File: src/rtl/net_packet_rx_pkg.sv
// Shared network packet definitions for the core-side packet responder.
// Field widths, opcodes and the buffered-entry layout live here.
package net_packet_rx_pkg;

    localparam int unsigned mask_length_gp     = 3;
    localparam int unsigned rs_imm_size_gp     = 5;
    localparam int unsigned imem_addr_width_gp = 8;
    localparam int unsigned net_id_width_gp    = 10;
    localparam int unsigned net_addr_width_gp  = 10;
    localparam int unsigned net_data_width_gp  = 32;

    localparam logic [net_id_width_gp-1:0] net_broadcast_id_gp = 10'b0;

    typedef enum logic [2:0] {
        NET_NULL  = 3'd0,
        NET_INSTR = 3'd1,
        NET_REG   = 3'd2,
        NET_PC    = 3'd3,
        NET_BAR   = 3'd4
    } net_op_e;

    typedef struct packed {
        logic [net_data_width_gp-1:0] net_data;
        logic [net_addr_width_gp-1:0] net_addr;
        net_op_e                      net_op;
        logic [net_id_width_gp-1:0]   net_id;
    } net_packet_s;

    // ID is consumed by the filter, so buffered entries drop it
    typedef struct packed {
        logic [net_data_width_gp-1:0] net_data;
        logic [net_addr_width_gp-1:0] net_addr;
        net_op_e                      net_op;
    } net_entry_s;

    typedef enum logic {
        RX_HALT = 1'b0,
        RX_RUN  = 1'b1
    } rx_state_e;

endpackage

File: src/rtl/net_packet_fifo.sv
// Power-of-two circular packet buffer; head data is visible combinationally.
// Callers must not enqueue when full without a same-edge dequeue, nor dequeue when empty.
module net_packet_fifo #(
    parameter int unsigned depth_p = 4,
    parameter int unsigned width_p = 8
) (
    input  logic               clk,
    input  logic               reset,
    input  logic               enq,
    input  logic               deq,
    input  logic [width_p-1:0] data_i,
    output logic               full,
    output logic               empty,
    output logic [width_p-1:0] head_o
);

    localparam int unsigned ptr_w = $clog2(depth_p);

    logic [width_p-1:0] mem_q [depth_p];
    logic [ptr_w-1:0]   wr_ptr_q, wr_ptr_d;
    logic [ptr_w-1:0]   rd_ptr_q, rd_ptr_d;
    logic [ptr_w:0]     count_q, count_d;

    always_comb begin
        wr_ptr_d = wr_ptr_q;
        rd_ptr_d = rd_ptr_q;
        count_d  = count_q;
        if (enq) wr_ptr_d = wr_ptr_q + ptr_w'(1);
        if (deq) rd_ptr_d = rd_ptr_q + ptr_w'(1);
        unique case ({enq, deq})
            2'b10:   count_d = count_q + (ptr_w + 1)'(1);
            2'b01:   count_d = count_q - (ptr_w + 1)'(1);
            default: count_d = count_q;
        endcase
    end

    always_ff @(posedge clk or negedge reset) begin
        if (!reset) begin
            wr_ptr_q <= '0;
            rd_ptr_q <= '0;
            count_q  <= '0;
        end else begin
            wr_ptr_q <= wr_ptr_d;
            rd_ptr_q <= rd_ptr_d;
            count_q  <= count_d;
        end
    end

    // Storage needs no reset: only entries counted as valid are ever read
    always_ff @(posedge clk) begin
        if (enq) mem_q[wr_ptr_q] <= data_i;
    end

    assign full   = (count_q == (ptr_w + 1)'(depth_p));
    assign empty  = (count_q == '0);
    assign head_o = mem_q[rd_ptr_q];

endmodule

File: src/rtl/net_packet_rx.sv
// Core-side packet responder: ID filter, packet buffer, one-cycle write-strobe
// decode and the halt/run state machine that gates core execution.
module net_packet_rx
    import net_packet_rx_pkg::*;
#(
    parameter logic [net_id_width_gp-1:0] net_ID_p          = 10'd1,
    parameter int unsigned                imem_addr_width_p = imem_addr_width_gp,
    parameter int unsigned                fifo_depth_p      = 4
) (
    input  logic                         clk,
    input  logic                         reset,
    input  logic [$bits(net_packet_s)-1:0] net_packet_flat_i,
    input  logic                         rf_ready_i,
    input  logic                         exception_i,
    output logic                         imem_wen_o,
    output logic [imem_addr_width_p-1:0] imem_waddr_o,
    output logic [15:0]                  imem_wdata_o,
    output logic                         rf_wen_o,
    output logic [rs_imm_size_gp-1:0]    rf_waddr_o,
    output logic [31:0]                  rf_wdata_o,
    output logic                         pc_wen_o,
    output logic [imem_addr_width_p-1:0] pc_value_o,
    output logic                         barrier_wen_o,
    output logic [mask_length_gp-1:0]    barrier_value_o,
    output logic                         bar_mask_wen_o,
    output logic [mask_length_gp-1:0]    bar_mask_o,
    output logic                         run_o,
    output logic                         overflow_o,
    output logic [15:0]                  drop_count_o
);

    net_packet_s pkt;
    net_entry_s  in_entry, head;
    logic        accept, fifo_full, fifo_empty, enq, deq, drop_ovf, instr_bad;

    assign pkt      = net_packet_s'(net_packet_flat_i);
    assign in_entry = '{net_data: pkt.net_data, net_addr: pkt.net_addr, net_op: pkt.net_op};
    assign accept   = ((pkt.net_id == net_ID_p) || (pkt.net_id == net_broadcast_id_gp))
                      && (pkt.net_op != NET_NULL);

    // A REG head waits for the register-file port and blocks everything behind it
    assign deq       = !fifo_empty && ((head.net_op != NET_REG) || rf_ready_i);
    assign enq       = accept && (!fifo_full || deq);
    assign drop_ovf  = accept && fifo_full && !deq;
    assign instr_bad = deq && (head.net_op == NET_INSTR)
                       && ((head.net_addr >> imem_addr_width_p) != '0);

    net_packet_fifo #(
        .depth_p (fifo_depth_p),
        .width_p ($bits(net_entry_s))
    ) u_fifo (
        .clk    (clk),
        .reset  (reset),
        .enq    (enq),
        .deq    (deq),
        .data_i (in_entry),
        .full   (fifo_full),
        .empty  (fifo_empty),
        .head_o (head)
    );

    rx_state_e                    state_q, state_d;
    logic                         imem_wen_q, imem_wen_d, rf_wen_q, rf_wen_d;
    logic                         pc_wen_q, pc_wen_d, barrier_wen_q, barrier_wen_d;
    logic                         bar_mask_wen_q, bar_mask_wen_d;
    logic [imem_addr_width_p-1:0] imem_waddr_q, imem_waddr_d, pc_value_q, pc_value_d;
    logic [15:0]                  imem_wdata_q, imem_wdata_d;
    logic [rs_imm_size_gp-1:0]    rf_waddr_q, rf_waddr_d;
    logic [31:0]                  rf_wdata_q, rf_wdata_d;
    logic [mask_length_gp-1:0]    barrier_value_q, barrier_value_d, bar_mask_q, bar_mask_d;
    logic                         overflow_q, overflow_d;
    logic [15:0]                  drop_count_q, drop_count_d;
    logic [1:0]                   drop_inc;
    logic [16:0]                  drop_sum;

    // Decode the issuing head into strobes; data outputs hold between strobes
    always_comb begin
        state_d         = state_q;
        imem_wen_d      = 1'b0;
        rf_wen_d        = 1'b0;
        pc_wen_d        = 1'b0;
        barrier_wen_d   = 1'b0;
        bar_mask_wen_d  = 1'b0;
        imem_waddr_d    = imem_waddr_q;
        imem_wdata_d    = imem_wdata_q;
        rf_waddr_d      = rf_waddr_q;
        rf_wdata_d      = rf_wdata_q;
        pc_value_d      = pc_value_q;
        barrier_value_d = barrier_value_q;
        bar_mask_d      = bar_mask_q;
        if (deq) begin
            unique case (head.net_op)
                NET_INSTR: begin
                    if (!instr_bad) begin
                        imem_wen_d   = 1'b1;
                        imem_waddr_d = imem_addr_width_p'(head.net_addr);
                        imem_wdata_d = head.net_data[15:0];
                    end
                end
                NET_REG: begin
                    rf_wen_d   = 1'b1;
                    rf_waddr_d = head.net_addr[rs_imm_size_gp-1:0];
                    rf_wdata_d = head.net_data;
                end
                NET_PC: begin
                    pc_wen_d        = 1'b1;
                    barrier_wen_d   = 1'b1;
                    pc_value_d      = imem_addr_width_p'(head.net_addr);
                    barrier_value_d = head.net_data[mask_length_gp-1:0];
                    state_d         = RX_RUN;
                end
                NET_BAR: begin
                    bar_mask_wen_d = 1'b1;
                    bar_mask_d     = head.net_data[mask_length_gp-1:0];
                end
                default: ;
            endcase
        end
        // Exception outranks a same-edge PC load
        if (exception_i) state_d = RX_HALT;

        overflow_d   = overflow_q | drop_ovf;
        drop_inc     = 2'(drop_ovf) + 2'(instr_bad);
        drop_sum     = 17'(drop_count_q) + 17'(drop_inc);
        drop_count_d = drop_sum[16] ? 16'hFFFF : drop_sum[15:0];
    end

    always_ff @(posedge clk or negedge reset) begin
        if (!reset) begin
            state_q         <= RX_HALT;
            imem_wen_q      <= 1'b0;
            rf_wen_q        <= 1'b0;
            pc_wen_q        <= 1'b0;
            barrier_wen_q   <= 1'b0;
            bar_mask_wen_q  <= 1'b0;
            imem_waddr_q    <= '0;
            imem_wdata_q    <= '0;
            rf_waddr_q      <= '0;
            rf_wdata_q      <= '0;
            pc_value_q      <= '0;
            barrier_value_q <= '0;
            bar_mask_q      <= '0;
            overflow_q      <= 1'b0;
            drop_count_q    <= '0;
        end else begin
            state_q         <= state_d;
            imem_wen_q      <= imem_wen_d;
            rf_wen_q        <= rf_wen_d;
            pc_wen_q        <= pc_wen_d;
            barrier_wen_q   <= barrier_wen_d;
            bar_mask_wen_q  <= bar_mask_wen_d;
            imem_waddr_q    <= imem_waddr_d;
            imem_wdata_q    <= imem_wdata_d;
            rf_waddr_q      <= rf_waddr_d;
            rf_wdata_q      <= rf_wdata_d;
            pc_value_q      <= pc_value_d;
            barrier_value_q <= barrier_value_d;
            bar_mask_q      <= bar_mask_d;
            overflow_q      <= overflow_d;
            drop_count_q    <= drop_count_d;
        end
    end

    assign imem_wen_o      = imem_wen_q;
    assign imem_waddr_o    = imem_waddr_q;
    assign imem_wdata_o    = imem_wdata_q;
    assign rf_wen_o        = rf_wen_q;
    assign rf_waddr_o      = rf_waddr_q;
    assign rf_wdata_o      = rf_wdata_q;
    assign pc_wen_o        = pc_wen_q;
    assign pc_value_o      = pc_value_q;
    assign barrier_wen_o   = barrier_wen_q;
    assign barrier_value_o = barrier_value_q;
    assign bar_mask_wen_o  = bar_mask_wen_q;
    assign bar_mask_o      = bar_mask_q;
    assign run_o           = (state_q == RX_RUN);
    assign overflow_o      = overflow_q;
    assign drop_count_o    = drop_count_q;

endmodule

File: config.mk
export PLATFORM = sky130hd
export DESIGN_NAME = net_packet_rx
export DESIGN_NICKNAME = d
export VERILOG_FILES = /design/src/rtl/net_packet_rx_pkg.sv /design/src/rtl/net_packet_fifo.sv /design/src/rtl/net_packet_rx.sv
export SDC_FILE = /design/constraint.sdc
export NUM_CORES = 1
export LEC_CHECK = 0
export ABC_AREA = 1
export CAP_MARGIN = 20
export CORE_UTILIZATION = 46
export CTS_CLUSTER_SIZE = 25
export DETAILED_ROUTE_END_ITERATION = 16
export GPL_TIMING_DRIVEN = 1
export PLACE_DENSITY_LB_ADDON = 0.05
export SYNTH_ARGS = -nofsm -noshare
export SYNTH_HDL_FRONTEND = slang
export SYNTH_SLANG_ARGS = --single-unit
File: constraint.sdc
create_clock -name clk -period 4.9 [get_ports clk]
set_clock_uncertainty 0.05 [all_clocks]
set_input_delay 0.98 -clock clk [delete_from_list [all_inputs] [get_ports clk]]
set_output_delay 0.98 -clock clk [all_outputs]
set_load 0.1 [all_outputs]
# ---- Word-level counts from Yosys, hierarchy flattened
# Memories as Yosys holds them, arrays and structs flattened.
# Index checks and enable logic that the tools add are counted.
dict set report word_totals {
  register_bits 104
  latch_bits 0
  ramBits 180
  elab_cells 76
  out_inout_bits 98
  mem_count 1
  mem_bits_ro 0
}
# memory depth word_bits read_ports rd_ports_with_merged_regs wr line
set memory_table {}
lappend memory_table {u_fifo.mem_q 4 45 1 0 1 net_packet_fifo.sv:19} ;# logic [width_p-1:0] mem_q [depth_p];
dict set report op_classes {
  n_eq_ne 9
  muxes 16
  n_mul 0
  n_bitwise 2
  shifts 0
  order_cmp 0
  n_addsub 6
  div 0
  reduce_logical 25
}
# operator count
set ops {}
lappend ops {{adder 16 x 2 -> 17 bit} 1}
lappend ops {{2-to-1 mux 16 bit} 1}
lappend ops {{2-to-1 mux 1 bit} 14}
lappend ops {{== test 10 x 1 -> 1 bit (second input constant)} 1}
lappend ops {{zero test 10 bit} 1}
lappend ops {{nonzero test 10 bit} 1}
lappend ops {{AND reduction 2 bit} 4}
lappend ops {{logical AND 1 bit} 7}
lappend ops {{== test 3 x 2 -> 1 bit (second input constant)} 2}
lappend ops {{== test 3 bit (second input constant)} 2}
lappend ops {{one-hot mux 3 bit (2 select lines)} 1}
lappend ops {{nonzero test 2 bit} 3}
lappend ops {{adder 2 x 1 -> 2 bit (second input constant)} 2}
lappend ops {{adder 3 x 1 -> 3 bit (second input constant)} 1}
lappend ops {{== test 3 x 1 -> 1 bit (second input constant)} 1}
lappend ops {{zero test 1 bit} 3}
lappend ops {{zero test 3 bit} 1}
lappend ops {{logical OR 1 bit} 3}
lappend ops {{!= test 3 x 2 -> 1 bit (second input constant)} 1}
lappend ops {{AND reduction 3 bit} 1}
lappend ops {{nonzero test 3 bit} 1}
lappend ops {{subtractor 3 x 1 -> 3 bit (second input constant)} 1}
lappend ops {{adder 1 x 1 -> 2 bit} 1}
lappend ops {{== test 2 x 1 -> 1 bit (second input constant)} 1}
lappend ops {{3 further kinds} 3}

# ---- Depth between registers and ports, before layout
# Gate-level depths: netlist of run 1.
# An unclocked memory read counts as a cell.
dict set report logic_depth {
  word_depth 9
  mapped_depth 21
  depth_no_buf 19
}

# ---- Modules after synthesis
# From an unflattened synthesis of run 1, not the netlist that was laid out.
dict set report unflattened {
  hier_cells 1035
  hier_area_um2 11674.9
}
# mod cells_per_inst n_inst area_per_inst_um2 seq_area_each_um2
set by_module_without_submodules {}
lappend by_module_without_submodules {net_packet_fifo 573 1 7631.1 5580.4}
lappend by_module_without_submodules {net_packet_rx 462 1 4043.9 2427.3}

# ---- Worst setup path before layout of run 1
# OpenSTA, ideal clock, no wires.
dict set report synth_timing {
  kind {input -> register}
  startpoint {input port net_packet_flat_i[6]}
  endpoint {memory u_fifo.mem_q[0][0] (netlist name) (enable)}
  stages 5
  path_buffers 0
  t_arrival_ns 3.495
  path_slack_ns 0.907
  path_cell_list {nor3_1 > o31ai_1 > nor2_1 > nand2_1 > nor2_1}
}
dict set report synth_between {
  elab_chain_cells 6
  word_cells_on_any_way 7
  classes_between {eq/ne (1); mux (2); reduce/logical (4)}
}
# element line
set synth_rtl {}
lappend synth_rtl {{start, declared} net_packet_rx.sv:12} ;# input logic [$bits(net_packet_s)-1:0] net_packet_flat_i,
lappend synth_rtl {{== test 10 x 1 -> 1 bit or zero test 10 bit (tied branches)} net_packet_rx.sv:38} ;# assign accept = ((pkt.net_id == net_ID_p) || (pkt.net_id == net_broadcast_id_gp))
lappend synth_rtl {{logical OR 1 bit *} net_packet_rx.sv:38}
lappend synth_rtl {{logical AND 1 bit *} net_packet_rx.sv:39} ;# && (pkt.net_op != NET_NULL);
lappend synth_rtl {{logical AND 1 bit *} net_packet_rx.sv:43} ;# assign enq = accept && (!fifo_full || deq);
lappend synth_rtl {{2-to-1 mux 1 bit *} net_packet_fifo.sv:51} ;# if (enq) mem_q[wr_ptr_q] <= data_i;
lappend synth_rtl {{2-to-1 mux 1 bit (implied by the code) *} net_packet_fifo.sv:51}
lappend synth_rtl {{end, declared} net_packet_fifo.sv:19}
# Every way passes the cells marked *; elsewhere a longest branch is shown, timed or not.

# ---- Worst setup path in the final report of run 1
dict set report layout_timing {
  startpoint {register u_fifo.rd_ptr_q[0]}
  endpoint {register drop_count_q[6], in the netlist drop_count_o[6]}
}
dict set report layout_between {
  elab_chain_cells 9
  word_cells_on_any_way 13
  classes_between {add/sub (2); eq/ne (2); mux (1); reduce/logical (7); memory (1)}
}
# element line
set layout_rtl {}
lappend layout_rtl {{start, declared} net_packet_fifo.sv:21} ;# logic [ptr_w-1:0] rd_ptr_q, rd_ptr_d;
lappend layout_rtl {{start signal, assigned} net_packet_fifo.sv:44} ;# rd_ptr_q <= rd_ptr_d;
lappend layout_rtl {{memory (4 x 45 bit) *} --}
lappend layout_rtl {{!= test 3 x 2 -> 1 bit} net_packet_rx.sv:42} ;# assign deq = !fifo_empty && ((head.net_op != NET_REG) || rf_ready_i);
lappend layout_rtl {{logical OR 1 bit} net_packet_rx.sv:42}
lappend layout_rtl {{logical AND 1 bit} net_packet_rx.sv:42}
lappend layout_rtl {{zero test 1 bit or logical AND 1 bit (tied branches)} {net_packet_rx.sv:44, net_packet_rx.sv:45}}
lappend layout_rtl {{logical AND 1 bit, on equally long branches} {net_packet_rx.sv:44, net_packet_rx.sv:46}}
lappend layout_rtl {{adder 1 x 1 -> 2 bit *} net_packet_rx.sv:123} ;# drop_inc = 2'(drop_ovf) + 2'(instr_bad);
lappend layout_rtl {{adder 16 x 2 -> 17 bit *} net_packet_rx.sv:124} ;# drop_sum = 17'(drop_count_q) + 17'(drop_inc);
lappend layout_rtl {{2-to-1 mux 16 bit *} net_packet_rx.sv:125} ;# drop_count_d = drop_sum[16] ? 16'hFFFF : drop_sum[15:0];
lappend layout_rtl {{via drop_count_d[6]} net_packet_rx.sv:72} ;# logic [15:0] drop_count_q, drop_count_d;
lappend layout_rtl {{end signal, assigned} net_packet_rx.sv:160} ;# drop_count_q <= drop_count_d;
lappend layout_rtl {{end, declared} net_packet_rx.sv:72}
# The timed path passes the listed nets; every way through them passes the cells marked *.
# A chain may end at the register's enable or synchronous reset.

==> out/metrics.csv, run 1 <==
metric;value;unit
status;finished clean;
fraction of layout cells with a size suffix above 1;0.114;
nets@finish;1133;
Die Wd;158;um
pin count of the biggest net entering global routing;61;
DP Cell Count;1353;
Max-cap violations;0;
CTS sink count;284;
Post-Route WL;23.8;mm
TritonCTS buffer count;30;
gr ovfl total;0;
Initial DRT Pass Iterations;4;
max frequency;0.251;GHz
CP Capture Type;flip-flop;
synth top area cells;edfxtp_1 48%, dfrtp_1 23%, nand2_1 8.2%, o21ai_0 2.8%, o21ai_2 2.5%;
met2 usage in global routing;0.327;
starting density of the core;0.473;
# Post-CTS Setup Buffers;0;
CTS Hold Buffers Added;0;
most frequent cells in the layout;246 x nand2_1, 180 x edfxtp_1, 154 x clkdlybuf4s50_1;
antenna viol nets, final;0;
met1 usage;0.268;
Post-Syn Area;11200;um2
Initial DRC Count;358;
Die Span Y;158;um
Main synth FF type;edfxtp_1;
Tightest Pin Transition;1060;ps
Synth Register Bits;284;
clk_lat worst skew;540;ps
CP startpoint kind;flip-flop;
num rows;56;
core area;23700;um2
H-tree levels;1;
Final Instance Area;14200;um2
PortBufs;155;
DP HPWL;14.6;mm
Slew Viols, Final;0;
DP Area;13100;um2
critical path type;flip-flop to flip-flop;
distinct cell type count after synthesis;36;
Final Non-Filler Cells;1410;
CTS root buffer;clkbuf_16;
DRC;0;
Worst-path clk slew;60;ps
TritonCTS clock tree;done;
Slew headroom;0.290;
Routed WL per cell;16.8;um
critical path peak fanout;31;
GP Congestion;0.761;
setup TNS;0;ps
fin crit share;0.813;
Post-synth ARST share;0.366;
min Tclk post-route;3980;ps
clock buffer depth;3;
Die ar.;25000;um2
Net Count, Synth;974;
post-cts resize count;0;
register area share after synthesis;0.714;
Synth-to-Final Area Change;26.7;%
Critical Path AT;4390;ps
vias in the first global route;6950;
first-pass GRT wire length;37.6;mm
Worst EP required;5310;ps
routed vias;7108;
Syn. warnings;0;
Setup violations, final;0;
cell type with the highest aggregate area in the netlist;edfxtp_1;
gr usage total;0.197;
routing usage on met3;0.0326;
cells after synthesis;907;
antenna violations before repair;0;
Hold Path Class;flip-flop to flip-flop;
gr busiest metal;met2;
Post-synth EDFFs;180;
vias per cell;5.04;
Final Hold Viols;0;
io pins;157;
Synth top area share;0.482;
RSZ-0062 raised after global routing;no;
Avg Inst Size Synth;12.4;um2
commonest non-fill, non-tap cell in the layout;nand2_1;
sequential cells by signal, summed over array words and instances (netlist names), 2 cells and up:
name and cells:
u_fifo.wr_ptr_q 2, u_fifo.mem_q 180, barrier_value_o 3, bar_mask_o 3, imem_wdata_o 16, u_fifo.rd_ptr_q 2
rf_waddr_o 5, pc_value_o 8, u_fifo.count_q 3, imem_waddr_o 8, drop_count_o 16, rf_wdata_o 32
per-layer routing:
layer	wire length, um	vias up
met5	0	-
met3	1150	29
li1	-	3481
met4	378	0
met2	11400	162
met1	10900	3436
area by class of cell:
type / instances / area (um2)
Fill cell: 1972 / 9480
Sequential cell: 284 / 8010
Multi-Input combinational cell: 540 / 2800
Timing Repair Buffer: 171 / 1690
Clock buffer: 40 / 840
Tap cell: 319 / 399
Clock inverter: 16 / 307
Inverter: 39 / 149
Antenna cell: 1 / 2.50
logic make-up (layout without fill, tap and decap cells):
group	after synthesis	in the layout	share of synthesized area
other	0	1	0
buffers and inverters	83	266	0.0386
DFF	284	284	0.714
and+or+nand+nor	364	364	0.137
adders and majority gates	8	8	0.0103
xor gates and xnor gates	8	8	0.00625
AOI/OAI and AO/OA	160	160	0.0937
critical path, stage by stage, from the launching register on:
cell     delay, ps
dfrtp_4        630
inv_2          290
nand2_1         80
nand3_1        120
nand2_4        110
nor2_4         160
nand3_1        170
nand2_1        190
nand3_1        220
fa_1           480
inv_1           70
ha_1           170
nand3_1        100
nor2_1         140
nand2_1        110
nor3_1         330
nand4_1        170
buf_4          200
o21ai_0         80
path summary, 6_finish.rpt:
check                                    from  slack, ps  cells past startpoint          endpoint
max in group asynchronous               reset       3440                      2     pc_value_o[5]
hold reg to reg                 pc_value_o[7]        420                      2     pc_value_o[7]
setup / recovery           u_fifo.rd_ptr_q[0]        920                     18   drop_count_o[6]
hold / removal                  pc_value_o[7]        420                      2     pc_value_o[7]
setup reg to reg           u_fifo.rd_ptr_q[0]        920                     18   drop_count_o[6]
min in group asynchronous               reset        440                      1  imem_wdata_o[11]
synth_stat cells (4+ instances only):
cell type	number
nor2_1	65
nand3_2	4
buf_4	7
o22ai_1	19
a32o_1	18
xor2_1	4
nand3_1	23
edfxtp_1	180
o21ai_2	32
nand4_1	7
dfrtp_1	104
xnor2_1	4
nand2_2	4
a21oi_1	23
ha_1	6
buf_2	8
clkbuf_1	18
o21ai_0	63
inv_1	35
nand2_1	246
nor3_1	4
buf_6	11
per-stage QoR:
step,setup WS [ps],utilization,hold slack (ps)
after CTS,895,0.600,427
final,917,0.600,423
after global placement,750,0.551,406
after global routing,477,0.600,443
after detailed placement,685,0.551,413
after floorplan,907,-,419
Power of run 1 is left out: the tool's default activity adds up to more than one toggle a clock period on the data nets, which glitch-free logic cannot reach.
==> inputs of run 2 (changes only) <==
==> constraint.sdc (replaced) <==
create_clock -name clk -period 3.4 [get_ports clk]
set_clock_uncertainty 0.05 [all_clocks]
set_input_delay 0.68 -clock clk [delete_from_list [all_inputs] [get_ports clk]]
set_output_delay 0.68 -clock clk [all_outputs]
set_load 0.1 [all_outputs]
==> run 2 against run 1 <==
First-iteration DRC count decreased by 13%. Worst hold slack got worse by 390 ps. Largest cell class unchanged. Highest routed layer unchanged. Cell count increased by 1.5%. Utilization decreased by 0.32 points.
==> out/metrics.csv, run 2 (synthesis gave the netlist of run 1 again) <==
metric;value;unit
DRC;0;
CTS Hold Buffers Added;0;
DP HPWL;14.6;mm
Initial DRC Count;310;
vias in the first global route;6748;
Max-cap violations;0;
min Tclk post-route;3130;ps
DP Worst Slack;-223;ps
Reg with most FFs;u_fifo.mem_q;
nets@finish;1155;
fraction of layout cells with a size suffix above 1;0.222;
Setup violations, final;0;
Synth-to-Final Area Change;26.0;%
CP Capture Type;flip-flop;
Fillers;2008;
clock buffer depth;3;
fin crit share;0.920;
Final Hold Viols;0;
area occupied by multi-input gates;2820;um2
gr usage total;0.194;
H-tree levels;1;
status;finished clean;
io pins;157;
ant diodes;0;
num rows;56;
Die Wd;158;um
CTS root buffer;clkbuf_16;
antenna violations before repair;0;
Die Span Y;158;um
most frequent cells in the layout;246 x nand2_1, 180 x edfxtp_1, 130 x buf_4;
commonest non-fill, non-tap cell in the layout;nand2_1;
TritonCTS buffer count;30;
GP Congestion;0.755;
Tightest Pin Transition;965;ps
Routed WL per cell;16.4;um
CTS sink count;284;
CP startpoint kind;flip-flop;
core area;23700;um2
TritonCTS clock tree;done;
routed vias;7134;
Die ar.;25000;um2
RSZ-0062 raised after global routing;no;
Hold Path Class;input pin to async pin;
Worst-path clk slew;60;ps
antenna viol nets, final;0;
vias per cell;4.99;
max reg flops;180;
starting density of the core;0.473;
Critical Path AT;3540;ps
gr ovfl total;0;
first-pass GRT wire length;37.0;mm
register area;8010;um2
critical path type;flip-flop to flip-flop;
Slew Viols, Final;0;
Post-Route WL;23.5;mm
PortBufs;155;
clk_lat worst skew;540;ps
final worst slack;271;ps
max frequency;0.320;GHz
Slew headroom;0.355;
Worst EP required;3810;ps
critical path peak fanout;27;
pin count of the biggest net entering global routing;83;
Initial DRT Pass Iterations;5;
run 2: cell count changes in the layout (fill, tap and decap cells not counted), moves of 2 or more:
cell / change
buf_4: +115
clkdlybuf4s50_1: -96
bufinv_16: -3
clkbuf_8: +3
buf_12: +2
clkbuf_1: -2
run 2: final timing paths:
check                             endpoint  slack, ps               start  cells past startpoint
setup / recovery           drop_count_o[6]        270  u_fifo.rd_ptr_q[0]                     18
hold / removal             imem_wdata_o[7]         40               reset                      1
hold reg to reg              pc_value_o[6]        420       pc_value_o[6]                      2
min in group clk             pc_value_o[6]        420       pc_value_o[6]                      2
setup reg to reg           drop_count_o[6]        270  u_fifo.rd_ptr_q[0]                     18
max in group asynchronous   rf_wdata_o[17]       2590               reset                      2
run 2: critical path, stage by stage, from the launching register on:
cell and delay, ps:
dfrtp_4 490, inv_4 80, buf_6 180, nand2_1 70, nand3_1 80, nand2_2 90
nand2_2 80, nor2_2 160, nand3_1 220, fa_2 400, inv_1 70, ha_1 170
nand3_1 120, nor2_2 110, nand2_1 110, nor3_2 150, nand4_1 140, buf_4 200
o21ai_0 70
run 2: repair_timing:
item / in CTS / in global routing
gates resized for setup: 0 / 6
buffers inserted: 0 / 0
setup endpoints to repair: 0 / 16
run 2: final cells by class:
class,count,share of cell area
clock buffers,41,0.0618
repair buffers,193,0.117
flip-flops and latches,284,0.567
well taps,319,0.0283
multi-input cells,540,0.199
clock inverters,15,0.0162
inverters,39,0.0107
run 2: routing by layer:
| layer | share of wire | GRT usage | vias up |
|---|---|---|---|
| met5 | 0 | 0 | - |
| met2 | 0.47 | 0.319 | 155 |
| met3 | 0.050 | 0.0364 | 32 |
| met4 | 0.017 | 0.0440 | 0 |
| li1 | - | - | 3527 |
| met1 | 0.46 | 0.267 | 3420 |
run 2: metrics by stage:
step / cell area (um2) / setup TNS (ps) / hold slack [ps] / util / std cells
after floorplan: 11200 / -52710 / 334 / - / 907
after global placement: 13000 / -3100 / 407 / 0.549 / 1375
after detailed placement: 13000 / -2980 / 412 / 0.549 / 1375
after CTS: 14100 / 0 / 20.1 / 0.596 / 1431
after global routing: 14100 / 0 / 44.7 / 0.597 / 1431
final: 14100 / 0 / 35.8 / 0.597 / 1431
Power of run 2 is left out for the same reason.
==> inputs of run 3 (changes only) <==
--- a/config.mk
+++ b/config.mk
@@ -6,7 +6,7 @@
 export NUM_CORES = 1
 export LEC_CHECK = 0
 export ABC_AREA = 1
-export CAP_MARGIN = 20
+export CAP_MARGIN = 40
 export CORE_UTILIZATION = 46
 export CTS_CLUSTER_SIZE = 25
 export DETAILED_ROUTE_END_ITERATION = 16
==> run 3 against run 2 <==
Worst hold slack better by 4.0 ps. Critical path depth stayed put. Register-to-register slack improved by 20 ps. Setup slack better by 21 ps. Utilization is 0.084 points higher. Via count increased by 0.39%. Sequential share of layout area shrank 0.080 points. Fmax rose by 0.68%. Cell count is 0.21% higher. Design area is 0.14% higher. Highest routed layer unchanged.
==> out/metrics.csv, run 3 (synthesis gave the netlist of run 1 again) <==
metric;value;unit
Die ar.;25000;um2
pin count of the biggest net entering global routing;83;
DRC;0;
CP max stage delay;480;ps
core area;23700;um2
fin crit share;0.914;
most frequent cells in the layout;245 x nand2_1, 180 x edfxtp_1, 130 x buf_4;
DP Area;13000;um2
Worst-path clk slew;60;ps
num rows;56;
antenna viol nets, final;0;
antenna violations before repair;0;
Tightest Pin Transition;870;ps
Setup violations, final;0;
DP HPWL;14.7;mm
Reg with most FFs;u_fifo.mem_q;
Final Instance Area;14100;um2
Die Span Y;158;um
Hold Path Class;input pin to async pin;
first-pass GRT wire length;37.2;mm
Initial DRC Count;311;
vias in the first global route;6927;
Worst EP required;3810;ps
Fillers;2057;
Slew headroom;0.420;
Routed WL per cell;16.4;um
Synth-to-Final Area Change;26.2;%
Slew Viols, Final;0;
Final Hold Viols;0;
commonest non-fill, non-tap cell in the layout;nand2_1;
gr ovfl total;0;
max frequency;0.322;GHz
gr usage total;0.194;
CTS Hold Buffers Added;0;
CP startpoint kind;flip-flop;
critical path type;flip-flop to flip-flop;
io pins;157;
WHS;39.8;ps
clock buffer depth;3;
Max-cap violations;0;
clk_lat worst skew;540;ps
critical path, cell by cell;inv_4 > buf_8 > nand2_1 > nand3_1 > nand2_2 > nand2_2 > nor2_2 > nand3_1 > fa_2 > inv_1 > ha_1 > nand3_1 > nor2_1 > nand2_1 > nor3_2 > nand4_1 > buf_4 > o21ai_0;
routed vias;7162;
starting density of the core;0.473;
H-tree levels;1;
max reg flops;180;
vias per cell;4.99;
Initial DRT Pass Iterations;4;
CP Capture Type;flip-flop;
status;finished clean;
CTS root buffer;clkbuf_16;
TritonCTS buffer count;30;
TritonCTS clock tree;done;
post-layout util;0.597;
Crit path top cell by count;nand3_1;
min Tclk post-route;3110;ps
Die Wd;158;um
GP Congestion;0.755;
Post-Route WL;23.5;mm
Critical Path AT;3520;ps
PortBufs;155;
Max stage delay cell, worst path;dfrtp_4;
CTS sink count;284;
nets@finish;1157;
critical path peak fanout;27;
fraction of layout cells with a size suffix above 1;0.219;
==> run 3: repair_timing <==
item,4_1_cts,5_1_grt
gates resized for setup,0,8
endpoints found under the hold margin,0,0
setup buffers,0,0
endpoints found under the setup margin,0,16
==> run 3: critical path, delay by kind of cell (launching register included) <==
kind            cells  cell delay, ps
compound gates      1              70
fa+ha+maj           2             570
buf+inv             4             510
flops               1             480
simple gates       11            1330
==> run 3: worst paths after layout <==
path | slack (ps) | start | depth (start not counted) | endpoint
worst max register to register | 290 | u_fifo.rd_ptr_q[0] | 18 | drop_count_o[4]
worst max-delay path | 290 | u_fifo.rd_ptr_q[0] | 18 | drop_count_o[4]
worst min-delay path | 40 | reset | 1 | imem_wdata_o[9]
worst min register to register | 430 | rf_wdata_o[21] | 2 | rf_wdata_o[21]
min in group clk | 430 | rf_wdata_o[21] | 2 | rf_wdata_o[21]
max in group asynchronous | 2590 | reset | 2 | pc_value_o[7]
==> run 3: metal layers <==
metal	track usage	vias to the layer above	wire, um	share of wire
met3	0.0339	36	1430	0.061
met4	0.0513	0	561	0.024
li1	-	3530	-	-
met1	0.265	3424	10500	0.45
met2	0.319	172	11000	0.47
met5	0	-	0	0
==> run 3: final cells by class <==
class | count | area, um2 | area share
well taps | 319 | 399 | 0.0282
clock inverters | 16 | 229 | 0.0162
flip-flops and latches | 284 | 8010 | 0.566
diodes | 1 | 2.50 | 0.000177
multi-input cells | 540 | 2820 | 0.200
inverters | 39 | 151 | 0.0107
clock buffers | 40 | 850 | 0.0601
repair buffers | 195 | 1680 | 0.119
==> run 3: through the flow <==
step                      setup TNS [ps]  setup WS, ps  instances
after CTS                              0          63.1       1433
after floorplan                   -52710          -293        907
after global routing               -1.26         -1.26       1433
final                                  0           292       1434
after detailed placement           -2990          -224       1377
after global placement             -3100          -226       1375
Power of run 3 is left out for the same reason.
